--- config.mk ---
export PLATFORM = sky130hd
export DESIGN_NAME = cva5_fifo_flushable
export DESIGN_NICKNAME = d
export VERILOG_FILES = /design/src/rtl/cva5_fifo_flushable.sv
export SDC_FILE = /design/constraint.sdc
export NUM_CORES = 1
export LEC_CHECK = 0
export CORE_ASPECT_RATIO = 1.5
export CORE_UTILIZATION = 56
export CTS_BUF_LIST = sky130_fd_sc_hd__clkbuf_16
export DETAILED_ROUTE_END_ITERATION = 8
export GPL_ROUTABILITY_DRIVEN = 0
export PLACE_DENSITY = 0.8
export SYNTH_ARGS = -nofsm -noshare
export SYNTH_HDL_FRONTEND = slang
export SYNTH_SLANG_ARGS = --single-unit
--- constraint.sdc ---
create_clock -name clk -period 5.17 [get_ports clk]
set_input_delay 1.034 -clock clk [delete_from_list [all_inputs] [get_ports clk]]
set_output_delay 1.034 -clock clk [all_outputs]
set_load 0.005 [all_outputs]
--- src/rtl/cva5_fifo_flushable.sv ---
// Flushable FIFO of any depth/width with occupancy count, almost-full and sticky error flags.
// Optional FIFO_FALLTHROUGH_EN: push into an empty FIFO is visible on data_out in the same cycle.
module cva5_fifo_flushable #(
    parameter int unsigned WIDTH              = 32,
    parameter int unsigned DEPTH              = 5,
    parameter int unsigned ALMOST_FULL_THRESH = DEPTH - 1
) (
    input  logic                         clk,
    input  logic                         rst,
    input  logic                         flush,
    input  logic                         push,
    input  logic [WIDTH-1:0]             data_in,
    input  logic                         pop,
    output logic [WIDTH-1:0]             data_out,
    output logic                         valid,
    output logic                         full,
    output logic                         almost_full,
    output logic [$clog2(DEPTH+1)-1:0]   count,
    output logic                         overflow_err,
    output logic                         underflow_err
);
    localparam int unsigned CW = $clog2(DEPTH + 1);
    localparam int unsigned PW = (DEPTH > 1) ? $clog2(DEPTH) : 1;

    logic [WIDTH-1:0] storage [DEPTH];
    logic [PW-1:0]    read_ptr;
    logic [PW-1:0]    write_ptr;
    logic             nonempty;
    logic             bypass_c;
    logic             push_ok_c;
    logic             pop_ok_c;
    logic [CW-1:0]    count_next_c;

    // Explicit wrap so non-power-of-two depths never skip or alias a slot
    function automatic logic [PW-1:0] ptr_inc(input logic [PW-1:0] p);
        return (p == PW'(DEPTH - 1)) ? '0 : p + PW'(1);
    endfunction

    // Qualified push/pop and next occupancy
    always_comb begin
        bypass_c = 1'b0;
`ifdef FIFO_FALLTHROUGH_EN
        bypass_c = ~nonempty & push & pop;
`endif
        pop_ok_c     = pop & nonempty;
        push_ok_c    = push & (~full | pop_ok_c) & ~bypass_c;
        count_next_c = count + CW'(push_ok_c) - CW'(pop_ok_c);
    end

    // Control state; flush outranks push/pop but leaves the sticky error flags alone
    always_ff @(posedge clk or posedge rst) begin
        if (rst) begin
            read_ptr      <= '0;
            write_ptr     <= '0;
            count         <= '0;
            nonempty      <= 1'b0;
            full          <= 1'b0;
            almost_full   <= 1'b0;
            overflow_err  <= 1'b0;
            underflow_err <= 1'b0;
        end else if (flush) begin
            read_ptr    <= '0;
            write_ptr   <= '0;
            count       <= '0;
            nonempty    <= 1'b0;
            full        <= 1'b0;
            almost_full <= 1'b0;
        end else begin
            if (push_ok_c)
                write_ptr <= ptr_inc(write_ptr);
            if (pop_ok_c)
                read_ptr <= ptr_inc(read_ptr);
            count       <= count_next_c;
            nonempty    <= (count_next_c != '0);
            full        <= (count_next_c == CW'(DEPTH));
            almost_full <= (count_next_c >= CW'(ALMOST_FULL_THRESH));
            if (push & ~push_ok_c & ~bypass_c)
                overflow_err <= 1'b1;
            if (pop & ~pop_ok_c & ~bypass_c)
                underflow_err <= 1'b1;
        end
    end

    // Data storage is intentionally not reset
    always_ff @(posedge clk) begin
        if (push_ok_c & ~flush)
            storage[write_ptr] <= data_in;
    end

`ifdef FIFO_FALLTHROUGH_EN
    assign data_out = nonempty ? storage[read_ptr] : data_in;
    assign valid    = nonempty | push;
`else
    assign data_out = storage[read_ptr];
    assign valid    = nonempty;
`endif

    a_thresh_legal: assert property (@(posedge clk)
        (ALMOST_FULL_THRESH >= 1) && (ALMOST_FULL_THRESH <= DEPTH));
    a_count_bound: assert property (@(posedge clk) disable iff (rst)
        count <= CW'(DEPTH));

endmodule

==> results.cfg <==
[clock_tree]
clock_path_buffers = 2
clock_tree_from_tritoncts = yes
tritoncts_num_sinks = 174
worstSkewPairLatency_ns = 0.42
number_of_resized_instances_in_the_post_cts_repair_step = 0
cts_made_buffers = 17
clk_root_buffer_cell = clkbuf_16
cts_hold_buf = 0
ctsHtreeMaxLevel = 4
post-cts-setup-buffer-count = 0
clock_input_transition_at_the_sequential_cells_of_the_worst_setup_and_hold_paths_ns = 0.06

[grt]
global_route.overflow_total = 0
antenna_violations_before_repair = 0
first_global_vias = 3515
grt_pass1_wl_um = 18900
grt_start_max_net_pins = 36
groute.usage.overall_pct = 21.4

[worst_setup_path]
critical_path.max_stage_delay_ns = 0.87
reg_to_reg_start = valid
cp_data_required_time_ns = 4.14
r2r_setup_slack_ns = 2.88
worstPathCellList = buf_4, mux4_2, mux2_2, clkdlybuf4s50_1
crit-reg2reg-capture = valid
worstSetupPathType = register to output pin
worst-endpoint-arrival_ns = 2.99
critical_path_source_type = register
crit_start = read_ptr[0]
worst_path_max_fanout = 23
ff2ff_path_depth = 9
cp-end-kind = output pin
crit_path_top_delay_cell = dfrtp_2

[die]
die_h_um = 136
die_w_um = 91.6
die_area_um2 = 12500
num_io_pins = 77
initial_utilization_pct = 58.2
rows = 48
design.core.area_um2 = 11600

[placed_design]
place_hpwl_um = 6870
port_buffers = 76

[detailed_routing]
ant_nets = 0
via_per_inst = 5.74
route.detailed.drc = 0
drtIter0Drc = 191
wire_per_inst_um = 21.8
route.vias.total = 3242
totalWireLength_um = 12300
firstDrtPassIters = 4

[power]
static-leakage-power_nw = 2.69
power_density_of_the_placed_cells_nw_per_um2 = 419
power_consumption_mw = 3.45
vdd_ir_drop_max_mv = 0.299

[layout]
mostFrequentLayoutCells = 160 x edfxtp_1, 76 x clkdlybuf4s50_1, 32 x mux2_2, 28 x mux4_2, 17 x clkbuf_16
final_layout_size_suffix_gt1_share_pct = 25.1
num_antenna_cells = 0
area_delta_synth_final_pct = 21.9
finalCoreUtilization_pct = 70.9
final_common_cell = edfxtp_1
layout.nets = 446

[hold_path]
worstHoldPathType = register to register
timing.hold.worst.start = underflow_err
hold_path_end = underflow_err
min_path_cells = 1

[yosys]
syn-mean-instance-area_um2 = 21.5
number_of_standard_cells_after_synthesis = 313
most_frequently_used_flop_master_after_synthesis = edfxtp_1
seq_area_frac_synth_pct = 76.4
ys_ff_latch = 174
synth_fp_nets = 357
synth-edff-count = 160
netlist-cell-type-count = 33
async_reset_ff_share_pct = 8.05
yosys_warnings = 0
synth.cell_area_um2 = 6740

[sta]
report.final.hold_viol_count = 0
finalCriticalPeriod_ns = 4.03
setup-violations-final = 0
max_transition_viols_final = 0
clock_skew_after_layout_ns = 0.00841
max_slew.worst_pin.slew_ns = 0.883
maximum_clock_rate_ghz = 0.248
fin_crit_sh_pct = 77.9
final.setup.tns_ns = 0
timing.slew.headroom_pct = 41.2
rsz0062_at_grt = false

[run]
cap_viol_max_count = 0

[status]
outcome = complete, no violations
[where the power goes]
part	internal [mW]	leakage, nW	switching [mW]	total, mW
combinational	0.357	0.802	0.221	0.578
clock	0.659	0.267	0.511	1.17
sequential	1.62	1.62	0.0740	1.70
total	2.64	2.69	0.806	3.45
[metal layers]
metal | vias to the layer above | GRT usage, % | part of all wire (%)
li1 | 1446 | - | -
met1 | 1684 | 23.9 | 39
met2 | 93 | 38.8 | 55
met3 | 19 | 5.65 | 3.7
met4 | 0 | 8.20 | 1.6
met5 | - | 0 | 0
[Yosys cell counts, types with 2 or more instances]
| master | number | area (µm²) |
|---|---|---|
| nor2b_1 | 2 | 12.5 |
| nand2_1 | 5 | 18.8 |
| a21oi_1 | 6 | 30.0 |
| nor2_1 | 5 | 18.8 |
| nor3_1 | 4 | 20.0 |
| nand4_1 | 2 | 12.5 |
| buf_12 | 2 | 40.0 |
| nand4b_1 | 2 | 17.5 |
| edfxtp_1 | 160 | 4800 |
| xnor2_1 | 2 | 17.5 |
| mux2_2 | 32 | 360 |
| buf_2 | 4 | 20.0 |
| ha_1 | 6 | 75.1 |
| mux4_2 | 28 | 631 |
| clkbuf_1 | 4 | 15.0 |
| inv_1 | 11 | 41.3 |
| dfrtp_1 | 14 | 350 |
| mux4_1 | 4 | 105 |
| o21ai_0 | 6 | 30.0 |
[how the worst max path moves through the flow]
stage | end | slack, ns | cells after the start
final | data_out[29] | 1.14 | 4
after global routing | data_out[29] | 0.98 | 4
after CTS | data_out[29] | 1.06 | 4
after detailed placement | data_out[29] | 1.56 | 4
after global placement | data_out[26] | 1.56 | 4
after floorplan | storage[4][0] | 0.31 | 3
[through the flow]
step | hold slack (ns) | instance area [µm²] | setup WS (ns) | std cells
2_1_floorplan | 0.451 | 6740 | 0.308 | 313
3_3_place_gp | 0.442 | 7670 | 1.56 | 533
3_5_place_dp | 0.446 | 7670 | 1.56 | 533
4_1_cts | 0.464 | 8220 | 1.06 | 565
5_1_grt | 0.492 | 8220 | 0.977 | 565
6_report | 0.459 | 8220 | 1.14 | 565
[layout make-up]
| cell class | count | area, µm² |
|---|---|---|
| multi-input combinational | 115 | 1470 |
| sequential | 174 | 5160 |
| inverter | 11 | 41.3 |
| clock buffer | 17 | 425 |
| clock inverter | 15 | 126 |
| tap | 150 | 188 |
| timing repair buffer | 83 | 813 |
| fill | 668 | 3370 |
[registers in the layout (all words and copies together), names as in the netlist]
| register | count |
|---|---|
| almost_full | 1 |
| count | 3 |
| full | 1 |
| overflow_err | 1 |
| read_ptr | 3 |
| storage | 160 |
| underflow_err | 1 |
| valid | 1 |
| write_ptr | 3 |
[critical path, delay by kind of cell, from the launching register on]
family | cells | cell delay (ns)
buffers and inverters | 2 | 0.88
muxes | 2 | 0.82
DFF | 1 | 0.87
[cells by family (layout without fill, tap and decap cells)]
logic type / Yosys count / in the layout / share of synthesized area [%]
AOI/OAI and AO/OA: 17 / 17 / 1.50
xor gates and xnor gates: 2 / 2 / 0.260
adders and majority gates: 7 / 7 / 1.41
buffers and inverters: 24 / 126 / 2.17
DFF: 174 / 174 / 76.4
muxes: 64 / 64 / 16.3
and+or+nand+nor: 25 / 25 / 1.97
Power figures use the tool's default switching activity.
==> RTL change: new RTL, config.mk and constraints unchanged <==
Add a define of `FIFO_FALLTHROUGH_EN`.
--- a/src/rtl/cva5_fifo_flushable.sv
+++ b/src/rtl/cva5_fifo_flushable.sv
@@ -1,5 +1,7 @@
 // Flushable FIFO of any depth/width with occupancy count, almost-full and sticky error flags.
 // Optional FIFO_FALLTHROUGH_EN: push into an empty FIFO is visible on data_out in the same cycle.
+`define FIFO_FALLTHROUGH_EN
+
 module cva5_fifo_flushable #(
     parameter int unsigned WIDTH              = 32,
     parameter int unsigned DEPTH              = 5,
Behaviour: not the same (Yosys sat finds a counterexample within 4 cycles, from zero or initial values and one cycle with rst high).
==> RTL change against the original RTL <==
  * Routed wire length grew 8.3%
  * Hold slack gained 0.030 ns
  * Sequential share of layout area shrank 2.5 points
  * Area after synthesis grew 4.7%
  * Clock skew grew 0.0050 ns
  * Fmax grew 0.37%
  * Via count grew 19%
  * Global-route usage grew 1.1 points
  * Setup slack gained 0.015 ns
  * Total power grew 8.4%
  * Sequential cell count is the same
  * Cell area grew 4.2%
  * Highest routed layer unchanged
==> RTL change: results (changes against the original RTL) <==
| Metric | Value |
|---|---|
| Status | `finished clean` |
| Setup WS pre-CTS | `1.58 ns (+0.0130 ns)` |
| Slowest stage delay, CP | `0.92 ns (+0.05 ns)` |
| DRT iter0 DRCs | `227 (+19%)` |
| First-pass GRT wire length | `21100 um (+12%)` |
| Ranking of synthesized cells by instance count | `edfxtp_1 (160), a21oi_1 (39), nor2_1 (38)` |
| Slowest stage cell on the critical path | `dfrtp_1` |
| Synthesis-to-finish area growth | `21.4%` |
| WP data arrival | `2.98 ns (about the same)` |
| Layout cell share with drive strength beyond 1 | `16.3% (-8.8 points)` |
| Placed cell areas | `8000 sq um (+4.3%)` |
| XOR/XNOR Fraction of Synth Area | `0.248% (-0.012 points)` |
| Switch Pwr | `958 uW (+19%)` |
| Area contributors post-synth | `edfxtp_1 (68%), mux4_2 (8.9%), dfrtp_1 (5.0%)` |
| Worst Tran Pin Value | `1.24 ns (+0.358 ns)` |
| Fill cells | `772 (+16%)` |
| Total track usage | `22.5% (+1.1 points)` |
| WL final | `13300 um (+8.3%)` |
| Count of cell types in the netlist | `31 (-6.1%)` |
| Leakage | `2.80 nW (+4.1%)` |
| Syn avg cell area | `18.1 sq um (-16%)` |
| Mux cell area share after synthesis | `15.0% (-1.3 points)` |
| Global Route met1 Usage | `27.4% (+3.5 points)` |
| Metal3 WL | `597 um (+31%)` |
| CP Max Fanout | `19 (-17%)` |
| Adder-Cell Fraction of Synth Area | `1.35% (-0.063 points)` |
| Placed cell count | `612 (+15%)` |
| GR Util met2 | `37.9% (-0.96 points)` |
| Post-synthesis compound-gate area fraction | `3.51% (+2.0 points)` |
[RTL change: cell types whose count changed in the layout (fill, tap and decap cells not counted), moves of 5 or more]
cell / unedited run / this run
buf_4: 7 / 13
nor2_1: 5 / 38
o21ai_0: 6 / 1
mux2_2: 32 / 0
a21oi_1: 6 / 39
clkinv_4: 7 / 2
mux2i_1: 0 / 32
[RTL change: cells by family (layout without fill, tap and decap cells)]
logic type,count (synthesis),after routing
xor gates and xnor gates,2,2
muxes,64,64
buffers and inverters,33,133
and+or+nand+nor,65,65
adders and majority gates,7,7
DFF,174,174
AOI/OAI and AO/OA,46,46
[RTL change: path summary, 6_finish.rpt]
kind	end	from	slack [ns]	cells after the start
max	data_out[3]	read_ptr[1]	1.16	5
min	underflow_err	underflow_err	0.49	1
max reg2reg	nonempty	nonempty	1.98	8
min reg2reg	underflow_err	underflow_err	0.49	1
max in group asynchronous	nonempty	rst	3.80	2
min in group asynchronous	read_ptr[1]	rst	0.97	2
[RTL change: cell type report]
class                           count  area share (%)
Clock inverter                     15            1.71
Sequential cell                   174            60.2
Clock buffer                       17            4.96
Multi-Input combinational cell    184            20.3
Timing Repair Buffer               89            10.0
Tap cell                          153            2.23
Inverter                           12           0.526
[RTL change: critical path: cells and delay by family (launching register included)]
family,cells,cell delay (ns)
flops,1,0.92
mux,2,0.32
buf+inv,2,0.96
compound gates,1,0.35
[RTL change: power by group through the flow]
| stage | Combinational (mW) | Sequential, mW | Clock (mW) |
|---|---|---|---|
| 3_3_place_gp | 0.745 | 1.76 | 0 |
| 3_5_place_dp | 0.766 | 1.77 | 0 |
| 2_1_floorplan | 0.486 | 1.67 | 0 |
| 6_report | 0.763 | 1.74 | 1.23 |
| 4_1_cts | 0.773 | 1.74 | 1.25 |
| 5_1_grt | 0.834 | 1.76 | 1.31 |
